`src/rtl/sound_output_stage.sv`:
```
// sound_output_stage: decimates SO1/SO2 to the codec rate, applies NR50 volume and buffers stereo pairs for AC97.
// Optional SOUND_OUTPUT_PREFILL_EN holds off pops until the FIFO first reaches half full.
module sound_output_stage #(
  parameter int SAMPLE_DIV = 95,
  parameter int FIFO_AW    = 3,
  parameter int SW         = 20
) (
  input  logic               I_CLK,
  input  logic               I_RESET_L,
  input  logic [SW-1:0]      I_SO1,
  input  logic [SW-1:0]      I_SO2,
  input  logic [7:0]         I_NR50,
  input  logic               I_SOUND_EN,
  input  logic               I_FRAME_REQ,
  output logic [SW-1:0]      O_LEFT,
  output logic [SW-1:0]      O_RIGHT,
  output logic               O_VALID,
  output logic [FIFO_AW:0]   O_LEVEL,
  output logic               O_UNDERRUN,
  output logic               O_OVERFLOW
);
  localparam int DEPTH = 1 << FIFO_AW;
  logic [15:0]        div_q;
  logic               tick;
  logic               s1_v_q, s2_v_q;
  logic [SW-1:0]      s1_l_q, s1_r_q, s2_l_q, s2_r_q;
  logic [2:0]         s1_vl_q, s1_vr_q;
  logic [SW+2:0]      l_prod, r_prod;
  logic [2*SW-1:0]    mem_q [DEPTH];
  logic [FIFO_AW:0]   wr_q, rd_q;
  logic               empty, full, pop, pop_ok, push_ok, pop_en;
  assign tick    = div_q == 16'(SAMPLE_DIV - 1);
  assign l_prod  = {3'b000, s1_l_q} * ((SW+3)'(s1_vl_q) + (SW+3)'(1));
  assign r_prod  = {3'b000, s1_r_q} * ((SW+3)'(s1_vr_q) + (SW+3)'(1));
  assign empty   = wr_q == rd_q;
  assign full    = (wr_q ^ rd_q) == {1'b1, {FIFO_AW{1'b0}}};
  assign pop     = I_FRAME_REQ & pop_en;
  assign pop_ok  = pop & ~empty;
  // a pop on a full FIFO frees the slot the simultaneous push lands in
  assign push_ok = s2_v_q & (~full | pop_ok);
  assign O_LEVEL = wr_q - rd_q;
`ifdef SOUND_OUTPUT_PREFILL_EN
  logic open_q;
  always_ff @(posedge I_CLK or negedge I_RESET_L) begin
    if (!I_RESET_L) open_q <= 1'b0;
    else if (pop && empty) open_q <= 1'b0;
    else if (O_LEVEL >= (FIFO_AW+1)'(DEPTH / 2)) open_q <= 1'b1;
  end
  assign pop_en = open_q;
`else
  assign pop_en = 1'b1;
`endif
  always_ff @(posedge I_CLK or negedge I_RESET_L) begin
    if (!I_RESET_L) begin
      div_q      <= '0;
      s1_v_q     <= 1'b0;
      s2_v_q     <= 1'b0;
      s1_l_q     <= '0;
      s1_r_q     <= '0;
      s1_vl_q    <= '0;
      s1_vr_q    <= '0;
      s2_l_q     <= '0;
      s2_r_q     <= '0;
      wr_q       <= '0;
      rd_q       <= '0;
      O_LEFT     <= '0;
      O_RIGHT    <= '0;
      O_VALID    <= 1'b0;
      O_UNDERRUN <= 1'b0;
      O_OVERFLOW <= 1'b0;
    end else begin
      div_q  <= tick ? '0 : div_q + 16'd1;
      s1_v_q <= tick;
      s2_v_q <= s1_v_q;
      if (tick) begin
        s1_l_q  <= I_SOUND_EN ? I_SO2 : '0;
        s1_r_q  <= I_SOUND_EN ? I_SO1 : '0;
        s1_vl_q <= I_NR50[6:4];
        s1_vr_q <= I_NR50[2:0];
      end
      if (s1_v_q) begin
        s2_l_q <= l_prod[SW+2:3];
        s2_r_q <= r_prod[SW+2:3];
      end
      if (push_ok) wr_q <= wr_q + (FIFO_AW+1)'(1);
      if (pop_ok) begin
        rd_q    <= rd_q + (FIFO_AW+1)'(1);
        O_LEFT  <= mem_q[rd_q[FIFO_AW-1:0]][2*SW-1:SW];
        O_RIGHT <= mem_q[rd_q[FIFO_AW-1:0]][SW-1:0];
      end
      O_VALID <= pop;
      if (pop && empty) O_UNDERRUN <= 1'b1;
      if (s2_v_q && !push_ok) O_OVERFLOW <= 1'b1;
    end
  end
  always_ff @(posedge I_CLK) begin
    if (push_ok) mem_q[wr_q[FIFO_AW-1:0]] <= {s2_l_q, s2_r_q};
  end
endmodule

```
`config.mk`:
```
export PLATFORM = sky130hd
export DESIGN_NAME = sound_output_stage
export DESIGN_NICKNAME = d
export VERILOG_FILES = /design/src/rtl/sound_output_stage.sv
export SDC_FILE = /design/constraint.sdc
export NUM_CORES = 1
export LEC_CHECK = 0
export CAP_MARGIN = 5
export CORE_UTILIZATION = 55
export CTS_BUF_LIST = sky130_fd_sc_hd__clkbuf_8
export DETAILED_ROUTE_END_ITERATION = 10
export PLACE_DENSITY_LB_ADDON = 0.25
export SLEW_MARGIN = 20
export SYNTH_ARGS = -nofsm -noshare
export SYNTH_HDL_FRONTEND = slang
export SYNTH_SLANG_ARGS = --single-unit
```
`constraint.sdc`:
```
create_clock -name I_CLK -period 7 [get_ports I_CLK]
set_input_delay 0.7 -clock I_CLK [delete_from_list [all_inputs] [get_ports I_CLK]]
set_output_delay 0.7 -clock I_CLK [all_outputs]
set_load 0.02 [all_outputs]
```
==> results of run 1 <==
[per-stage QoR]
stage / cells / cell area (um^2) / util
2_1_floorplan: 1696 / 23000 / -
3_3_place_gp: 2271 / 24600 / 0.599
3_5_place_dp: 2271 / 24600 / 0.599
4_1_cts: 2415 / 26100 / 0.635
5_1_grt: 2415 / 26100 / 0.635
6_report: 2415 / 26100 / 0.635
[where the power goes]
part	leakage, uW	switching, uW	internal (uW)
clock network	0.000880	1080	1160
registers	0.00561	115	2990
logic	0.00495	328	315
[cells in the mapped netlist, types with 15 or more instances]
cell      number
a21o_1        17
mux2i_1       40
nor2_1        31
a21oi_1       33
edfxtp_1     320
dfrtp_1      155
clkbuf_1      62
xnor2_1       30
mux4_2        80
nand2_1      202
nand3_1       54
inv_1        151
mux2_2        26
and2_1       107
o21ai_0       54
xor2_1        27
nand2b_1      39
fa_1          73
nor3_1        15
ha_1          57
[state kept, by name, summed over array words and instances, names as in the netlist]
| register | flops |
|---|---|
| s2_r_q | 20 |
| rd_q | 4 |
| s2_v_q | 1 |
| s1_vl_q | 3 |
| s1_v_q | 1 |
| wr_q | 4 |
| O_UNDERRUN | 1 |
| O_OVERFLOW | 1 |
| mem_q | 320 |
| O_LEFT | 20 |
| s1_vr_q | 3 |
| s2_l_q | 20 |
| s1_r_q | 20 |
| O_RIGHT | 20 |
| O_VALID | 1 |
| s1_l_q | 20 |
| div_q | 16 |
[routing by layer]
layer | GRT usage | routed length [um]
met3 | 0.0355 | 2680
met4 | 0.0636 | 689
met5 | 0 | 0
met2 | 0.345 | 20600
met1 | 0.314 | 19900
[worst paths after layout]
path                                 start     endpoint  slack, ns
worst max-delay path            s1_vr_q[0]   s2_r_q[17]       2.05
worst min-delay path             I_RESET_L  O_RIGHT[10]       0.18
worst max register to register  s1_vr_q[0]   s2_r_q[17]       2.05
worst min register to register  O_UNDERRUN   O_UNDERRUN       0.46
max in group asynchronous        I_RESET_L   s1_l_q[13]       5.44
min in group I_CLK              O_UNDERRUN   O_UNDERRUN       0.46
[cell type report]
class / instances / area (um^2) / area share
sequential: 475 / 13500 / 0.518
multi-input combinational: 994 / 8730 / 0.335
clock buffer: 87 / 1200 / 0.0459
timing repair buffer: 116 / 1110 / 0.0427
tap: 532 / 666 / 0.0255
inverter: 154 / 579 / 0.0222
clock inverter: 57 / 284 / 0.0109
[cells by family (layout without fill, tap and decap cells)]
logic type	after synthesis	count (layout)	share of synthesized area
AO/OA/AOI/OAI	171	171	0.0469
XOR/XNOR	57	57	0.0217
buffers and inverters	227	414	0.0375
multiplexers	146	146	0.108
AND/OR/NAND/NOR	490	490	0.105
adder cells (fa/ha/maj)	130	130	0.0945
flip-flops	475	475	0.586
==> out/metrics.yaml, run 1 <==
worst_setup_path:
  cp_slowest_stage_delay_ns: 0.72
  crit_path_top_delay_cell: "dfrtp_1"
  crit_fanout: 23
  cp.arrival_ns: 5.44
  path_cells: "ha_1, and2_1, fa_1, inv_1, fa_1, inv_1, ha_1, nor2b_1, o31a_1, or4_4, a41o_1, a31oi_4, nor3_1, or3_1"
  cp_top_family: "adder cells"
  required_ns: 7.49
  cp-end-kind: "flop"
  worstSetupPathType: "reg2reg"
  crit_buf_inv: 2
  rr_worst_depth: 14
  worstSetupPathDepth: 14
  start_kind: "flop"
timing:
  fmax_mhz: 202
  max_slew_margin: 0.344
  fin_setup_tns_ns: 0
  fin_skew_ns: 0.0214
  fin_hold_ws_ns: 0.184
  rsz0062_at_grt: "false"
  fin_ws_ns: 2.05
  setup_viol: 0
  fin_crit_sh: 0.707
  period_minus_slack_ns: 4.95
  tightest_slew_ns: 0.982
  maxSlewViolCount: 0
  hold_violations: 0
routing:
  drcViolationCount: 5
  final_antenna_net_count: 0
  num_vias: 13200
  avgRoutedWirePerCell_um: 18.1
  drt-vias-per-instance: 5.47
  drt_iter0_drc: 796
  drt_pass1_iterations: 8
  routed_wl_mm: 43.8
layout:
  layout-drive-gt1-share: 0.135
  diodes: 0
  fill_cells: 3045
  syn2layout_area_growth_pct: 13.3
  fin_nets: 2000
  final_cell_mix: "320 x edfxtp_1, 202 x nand2_1, 179 x inv_1"
  final_common_cell: "edfxtp_1"
yosys:
  synth-edff-count: 320
  synth_cell_types: 56
  ys_seq_area_frac: 0.586
  yosys_warnings: 0
  synth_top_area_frac: 0.418
  synth_area_leaders: "edfxtp_1 42%, dfrtp_1 17%, mux4_2 7.8%"
  ys_ff_latch: 475
  synth_top_area_cell: "edfxtp_1"
  synthArstFlopShare: 0.326
  syn_avg_cell_area_um2: 13.6
  synthCells: 1696
  syn_nets: 1878
  ys.flop_type: "edfxtp_1"
  synth_area_um2: 23000
floorplan:
  die_y_um: 207
  coreArea_um2: 41000
  die_w_um: 207
  fp-row-count: 74
  io_pins: 99
  dieArea_um2: 42700
  start_util: 0.561
global_route:
  grt_pass1_vias: 13700
  grt_max_degree: 90
  grt_pass1_wl_mm: 71.9
  track_usage: 0.218
  antenna_found_initial: 1
  grt_overflow_total: 0
run_status:
  status: "complete, but fails checks"
  failed_checks: "design-rule violations"
clock_network:
  cts_tree: "yes"
  path_clk_slew_ns: 0.06
  cts_num_sinks: 475
  cts_resized: 0
  cts_setup_buffers: 0
  clock_path_buffers: 3
  cts-hold-fix-buffers: 0
  cts_inserted_buffers: 77
  clk_latency_ns: 0.62
  root_buffer: "clkbuf_8"
  htree_levels: 3
hold_path:
  hp-class: "in2async"
pwr:
  total_power_uw: 5990
  vdd_drop_max_mv: 0.168
  p_per_area_nw_per_um2: 230
  leakage_uw: 0.0114
placement:
  gp_congestion: 0.873
  port_buffers: 96
  pre_cts_slack_ns: 2.05
  dpl.hpwl_mm: 28.1
job:
  cap_violations: 0
Note: power is estimated with default switching activity, not from simulation.
==> run 2: changes to the inputs <==
Clock period 7 ns to 4.7 ns, I/O delays scaled along.
==> run 2 against run 1 <==
Effect of this change:
- the flow still finishes with violations (design-rule violations)
- count of clock-buffer cells in the layout is 3 lower
- combinational power is 70% higher
- routed wire length is 1.0% higher
- register-to-register slack worse by 1.8 ns
- non-clock buffer count is 7 higher
- core utilization is 0.45 points higher
- sequential share of layout area is 0.36 points lower
- via count is 0.23% higher
- flip-flop and latch count stayed put
- largest power group unchanged
==> out/metrics.yaml, run 2 (synthesis results as in run 1) <==
timing:
  max_slew_margin: 0.369  # +0.0249
  period_minus_slack_ns: 4.43  # -0.524 ns
  fin_skew_ns: 0.0236  # +0.00220 ns
  fin_hold_ws_ns: 0.345  # +0.161 ns
  fmax_mhz: 226  # +12%
  maxSlewViolCount: 0  # unchanged
  setup_viol: 0  # unchanged
  tightest_slew_ns: 0.947  # -0.0351 ns
  hold_violations: 0  # unchanged
  fin_crit_sh: 0.942  # +0.235
  fin_setup_tns_ns: 0  # unchanged
  fin_ws_ns: 0.273  # -1.78 ns
  rsz0062_at_grt: "false"
routing:
  drcViolationCount: 10  # +5
  drt_iter0_drc: 877  # +10%
  avgRoutedWirePerCell_um: 18.3  # +0.76%
  num_vias: 13200  # +0.23%
  drt-vias-per-instance: 5.47  # about the same
  final_antenna_net_count: 0  # unchanged
  routed_wl_mm: 44.2  # +1.0%
  drt_pass1_iterations: 8  # unchanged
layout:
  fill_cells: 3031  # -0.46%
  final_cell_mix: "320 x edfxtp_1, 202 x nand2_1, 184 x inv_1"
  largest_reg_flops: 320  # unchanged
  final_common_cell: "edfxtp_1"
  seqCellArea_um2: 13500  # unchanged
  diodes: 0  # unchanged
  layout-drive-gt1-share: 0.134  # -0.000960
  multiInputGateArea_um2: 8750  # +0.26%
  fin_nets: 2007  # +0.35%
  syn2layout_area_growth_pct: 14.1
  fin_cells: 2421  # +0.25%
global_route:
  grt_pass1_vias: 13400  # -1.7%
  use_met1: 0.315  # +0.000534
  met3_usage: 0.0356  # +0.000157
  grt_overflow_total: 0  # unchanged
  grt_pass1_wl_mm: 71.7  # -0.31%
  use_met2: 0.348  # +0.00239
  antenna_found_initial: 0  # -1
  grt_busiest_layer: "met2"
  track_usage: 0.219  # +0.00105
  grt_max_degree: 109  # +21%
worst_setup_path:
  worstSetupPathType: "reg2reg"
  cp.arrival_ns: 4.91  # -0.53 ns
  cp-end-kind: "flop"
  start_kind: "flop"
  crit_fanout: 15  # -35%
  rr_worst_depth: 15  # +1
  required_ns: 5.19  # -2.30 ns
clock_network:
  cts_setup_buffers: 0  # unchanged
  clock_path_buffers: 3  # unchanged
  cts_inserted_buffers: 77  # unchanged
  root_buffer: "clkbuf_8"
  clk_latency_ns: 0.63  # about the same
  path_clk_slew_ns: 0.06  # about the same
  htree_levels: 3  # unchanged
  cts_num_sinks: 475  # unchanged
  cts_tree: "yes"
job:
  cap_violations: 0  # unchanged
placement:
  port_buffers: 96  # unchanged
  gp_congestion: 0.839  # -3.9%
  dpl.hpwl_mm: 28.4  # +0.97%
  pre_cts_slack_ns: 0.207  # -1.84 ns
  place_inst: 2277  # +0.26%
run_status:
  status: "complete, but fails checks"
  failed_checks: "design-rule violations"
floorplan:
  die_w_um: 207  # unchanged
  coreArea_um2: 41000  # unchanged
  start_util: 0.561  # unchanged
  fp-row-count: 74  # unchanged
  io_pins: 99  # unchanged
  die_y_um: 207  # unchanged
  dieArea_um2: 42700  # unchanged
pwr:
  leakage_uw: 0.0115  # +0.56%
  vdd_drop_max_mv: 0.265  # +58%
  p_per_area_nw_per_um2: 344  # +50%
  total_power_uw: 9020  # +51%
hold_path:
  hp-class: "in2async"
==> run 2: stage by stage <==
step | utilization | instance area (um^2)
floorplan | - | 23000
global placement | 0.603 | 24700
detailed placement | 0.603 | 24700
CTS | 0.640 | 26200
global route | 0.640 | 26200
finish | 0.640 | 26200
==> run 2: critical path, cell delays in order (launching register included) <==
cell	delay, ns
dfrtp_1	0.40
ha_1	0.39
buf_4	0.22
and2_1	0.17
fa_1	0.54
inv_1	0.05
fa_1	0.47
inv_1	0.04
ha_1	0.31
o21a_1	0.14
o31a_1	0.14
or4_4	0.50
a41o_1	0.29
a31oi_4	0.23
nor3_1	0.07
or3_1	0.34
==> run 2: worst paths after layout <==
| check | to | slack, ns | start |
|---|---|---|---|
| max | s2_r_q[17] | 0.27 | s1_vr_q[0] |
| min | O_RIGHT[8] | 0.35 | I_RESET_L |
| max reg2reg | s2_r_q[17] | 0.27 | s1_vr_q[0] |
| min reg2reg | O_OVERFLOW | 0.47 | O_OVERFLOW |
| max in group asynchronous | s1_l_q[19] | 3.34 | I_RESET_L |
| min in group I_CLK | s1_vl_q[2] | 0.37 | I_NR50[6] |
==> run 2: timing repair <==
item / 4_1_cts / 5_1_grt
endpoints found under the hold margin: 47 / 0
hold buffers: 1 / 0
resized for setup: 0 / 4
endpoints found under the setup margin: 0 / 4
==> run 2: area by class of cell <==
| class | instances | area share |
|---|---|---|
| Clock buffer | 84 | 0.0440 |
| Timing Repair Buffer | 123 | 0.0478 |
| Clock inverter | 59 | 0.0132 |
| Multi-Input combinational cell | 994 | 0.333 |
| Sequential cell | 475 | 0.514 |
| Tap cell | 532 | 0.0254 |
| Inverter | 154 | 0.0220 |
==> run 2: layer usage <==
metal,vias to the layer above,part of all wire
met4,0,0.015
li1,6270,-
met2,363,0.47
met1,6562,0.46
met5,-,0
met3,52,0.060
==> run 2: report_power, final <==
part	internal (uW)	switching, uW
clock	1830	1590
combinational	481	611
sequential	4450	55.7
==> run 3: changes to the inputs <==
Settings changed: PLACE_DENSITY set to 0.78, PLACE_DENSITY_LB_ADDON 0.25 to unset, SKIP_CTS_REPAIR_TIMING set to 1.
==> run 3 against run 2 <==
Effect of this change:
- the flow still finishes with violations (design-rule violations)
- critical path depth unchanged
- final area about the same
- non-clock buffer count increased by 6
- routed wire length decreased by 0.18%
- first-iteration DRC count decreased by 17%
- count of clock-buffer cells in the layout increased by 1
- worst hold slack improved by 0.026 ns
- clock power decreased by 2%
- setup slack got worse by 0.0068 ns
==> out/metrics.yaml, run 3 (synthesis results as in run 1) <==
timing:
  fin_skew_ns: 0.0360  # +0.0124 ns
  rsz0062_at_grt: "false"
  tightest_slew_ns: 0.851  # -0.0955 ns
  hold_violations: 0  # unchanged
  fmax_mhz: 226  # -0.15%
  fin_ws_ns: 0.266  # -0.00684 ns
  setup_viol: 0  # unchanged
  period_minus_slack_ns: 4.43  # +0.00684 ns
  maxSlewViolCount: 0  # unchanged
  fin_crit_sh: 0.943  # +0.00145
  max_slew_margin: 0.432  # +0.0629
  fin_setup_tns_ns: 0  # unchanged
clock_network:
  htree_levels: 3  # unchanged
  cts_tree: "yes"
  clock_path_buffers: 3  # unchanged
  root_buffer: "clkbuf_8"
  cts_num_sinks: 475  # unchanged
  clk_latency_ns: 0.63  # about the same
  path_clk_slew_ns: 0.06  # about the same
  cts_inserted_buffers: 76  # -1.3%
worst_setup_path:
  cp.arrival_ns: 4.91  # about the same
  cp-end-kind: "flop"
  required_ns: 5.17  # -0.02 ns
  crit_fanout: 15  # unchanged
  worstSetupPathType: "reg2reg"
  rr_worst_depth: 15  # unchanged
  r2r_slack_ns: 0.27  # about the same
  r2r_start: "s1_vr_q[0]"
  start_kind: "flop"
  rr_endpoint: "s2_r_q[17]"
  critPathLaunch: "s1_vr_q[0]"
global_route:
  grt_pass1_vias: 13900  # +3.5%
  track_usage: 0.218  # -0.000521
  grt_overflow_total: 0  # unchanged
  antenna_found_initial: 0  # unchanged
  grt_max_degree: 85  # -22%
  grt_pass1_wl_mm: 71.8  # +0.21%
layout:
  layout-drive-gt1-share: 0.136  # +0.00137
  largest_reg_flops: 320  # unchanged
  fin_nets: 2012  # +0.25%
  diodes: 0  # unchanged
  syn2layout_area_growth_pct: 14.1  # about the same
  final_cell_mix: "320 x edfxtp_1, 202 x nand2_1, 184 x inv_1"
  final_common_cell: "edfxtp_1"
job:
  cap_violations: 0  # unchanged
floorplan:
  io_pins: 99  # unchanged
  dieArea_um2: 42700  # unchanged
  start_util: 0.561  # unchanged
  die_w_um: 207  # unchanged
  coreArea_um2: 41000  # unchanged
  fp-row-count: 74  # unchanged
  die_y_um: 207  # unchanged
routing:
  drt_pass1_iterations: 8  # unchanged
  drt-vias-per-instance: 5.51  # +0.62%
  num_vias: 13300  # +0.75%
  routed_wl_mm: 44.2  # -0.18%
  avgRoutedWirePerCell_um: 18.2  # -0.30%
  drt_iter0_drc: 730  # -17%
  drcViolationCount: 8  # -2
  final_antenna_net_count: 0  # unchanged
placement:
  pre_cts_slack_ns: 0.302  # +0.0952 ns
  gp_congestion: 0.832  # -0.82%
  dpl.hpwl_mm: 29.2  # +2.6%
  port_buffers: 96  # unchanged
pwr:
  p_per_area_nw_per_um2: 341  # -0.75%
  vdd_drop_max_mv: 0.318  # +20%
  sw_frac_of_total: 0.249  # -0.000938
  p_clk_frac: 0.373  # -0.006
  p_comb_frac: 0.121  # about the same
  total_power_uw: 8960  # -0.70%
  power.internal_uw: 6720  # -0.57%
  switchingPower_uw: 2230  # -1.1%
  power_frac_seq: 0.505  # +0.005
  leakage_uw: 0.0115  # +0.13%
hold_path:
  min_delay_path_depth: 3
  hold_path_end: "s1_vl_q[2]"
  hp-class: "in2reg"
  min-delay-start: "I_NR50[6]"
run_status:
  status: "complete, but fails checks"
  failed_checks: "design-rule violations"
[run 3: per-layer routing]
layer	up-vias	share of wire	global-route usage
li1	6280	-	-
met1	6622	0.44	0.301
met2	368	0.48	0.358
met3	76	0.055	0.0385
met4	0	0.021	0.0646
met5	-	0	0
[run 3: power groups by stage]
stage | Sequential (uW) | Clock, uW | Combinational, uW
floorplan | 4560 | 0 | 831
global placement | 4610 | 0 | 1080
detailed placement | 4610 | 0 | 1100
CTS | 4530 | 3420 | 1100
global route | 4540 | 3590 | 1170
finish | 4530 | 3340 | 1090
[run 3: area by class of cell]
type | count | area [um^2]
Clock buffer | 85 | 1170
Clock inverter | 55 | 317
Fill cell | 2970 | 14800
Inverter | 154 | 578
Multi-Input combinational cell | 994 | 8740
Sequential cell | 475 | 13500
Tap cell | 532 | 666
Timing Repair Buffer | 129 | 1290
[run 3: how the worst max path moves through the flow]
stage | endpoint | slack, ns | depth (start not counted)
after floorplan | s2_r_q[17] | 0.27 | 16
after global placement | s2_l_q[19] | 0.34 | 14
after detailed placement | s2_r_q[17] | 0.30 | 16
after CTS | s2_r_q[17] | 0.24 | 16
after global routing | s2_l_q[19] | 0.007 | 14
final | s2_r_q[17] | 0.27 | 15
[run 3: critical path: stages (launching register included)]
cell and delay, ns:
dfrtp_1 0.40, ha_1 0.39, buf_4 0.21, and2_1 0.16, fa_1 0.53, inv_1 0.05
fa_1 0.47, inv_1 0.04, ha_1 0.31, o21a_1 0.14, o31a_1 0.13, or4_4 0.50
a41o_1 0.30, a31oi_4 0.23, nor3_1 0.08, or3_1 0.34
[run 3: stage by stage]
step	utilization	cells	cell area, um^2	hold WS (ns)
floorplan	-	1696	23000	0.174
global placement	0.603	2282	24700	0.438
detailed placement	0.603	2282	24700	0.451
CTS	0.639	2422	26200	-0.0936
global route	0.640	2424	26300	0.361
finish	0.640	2424	26300	0.371
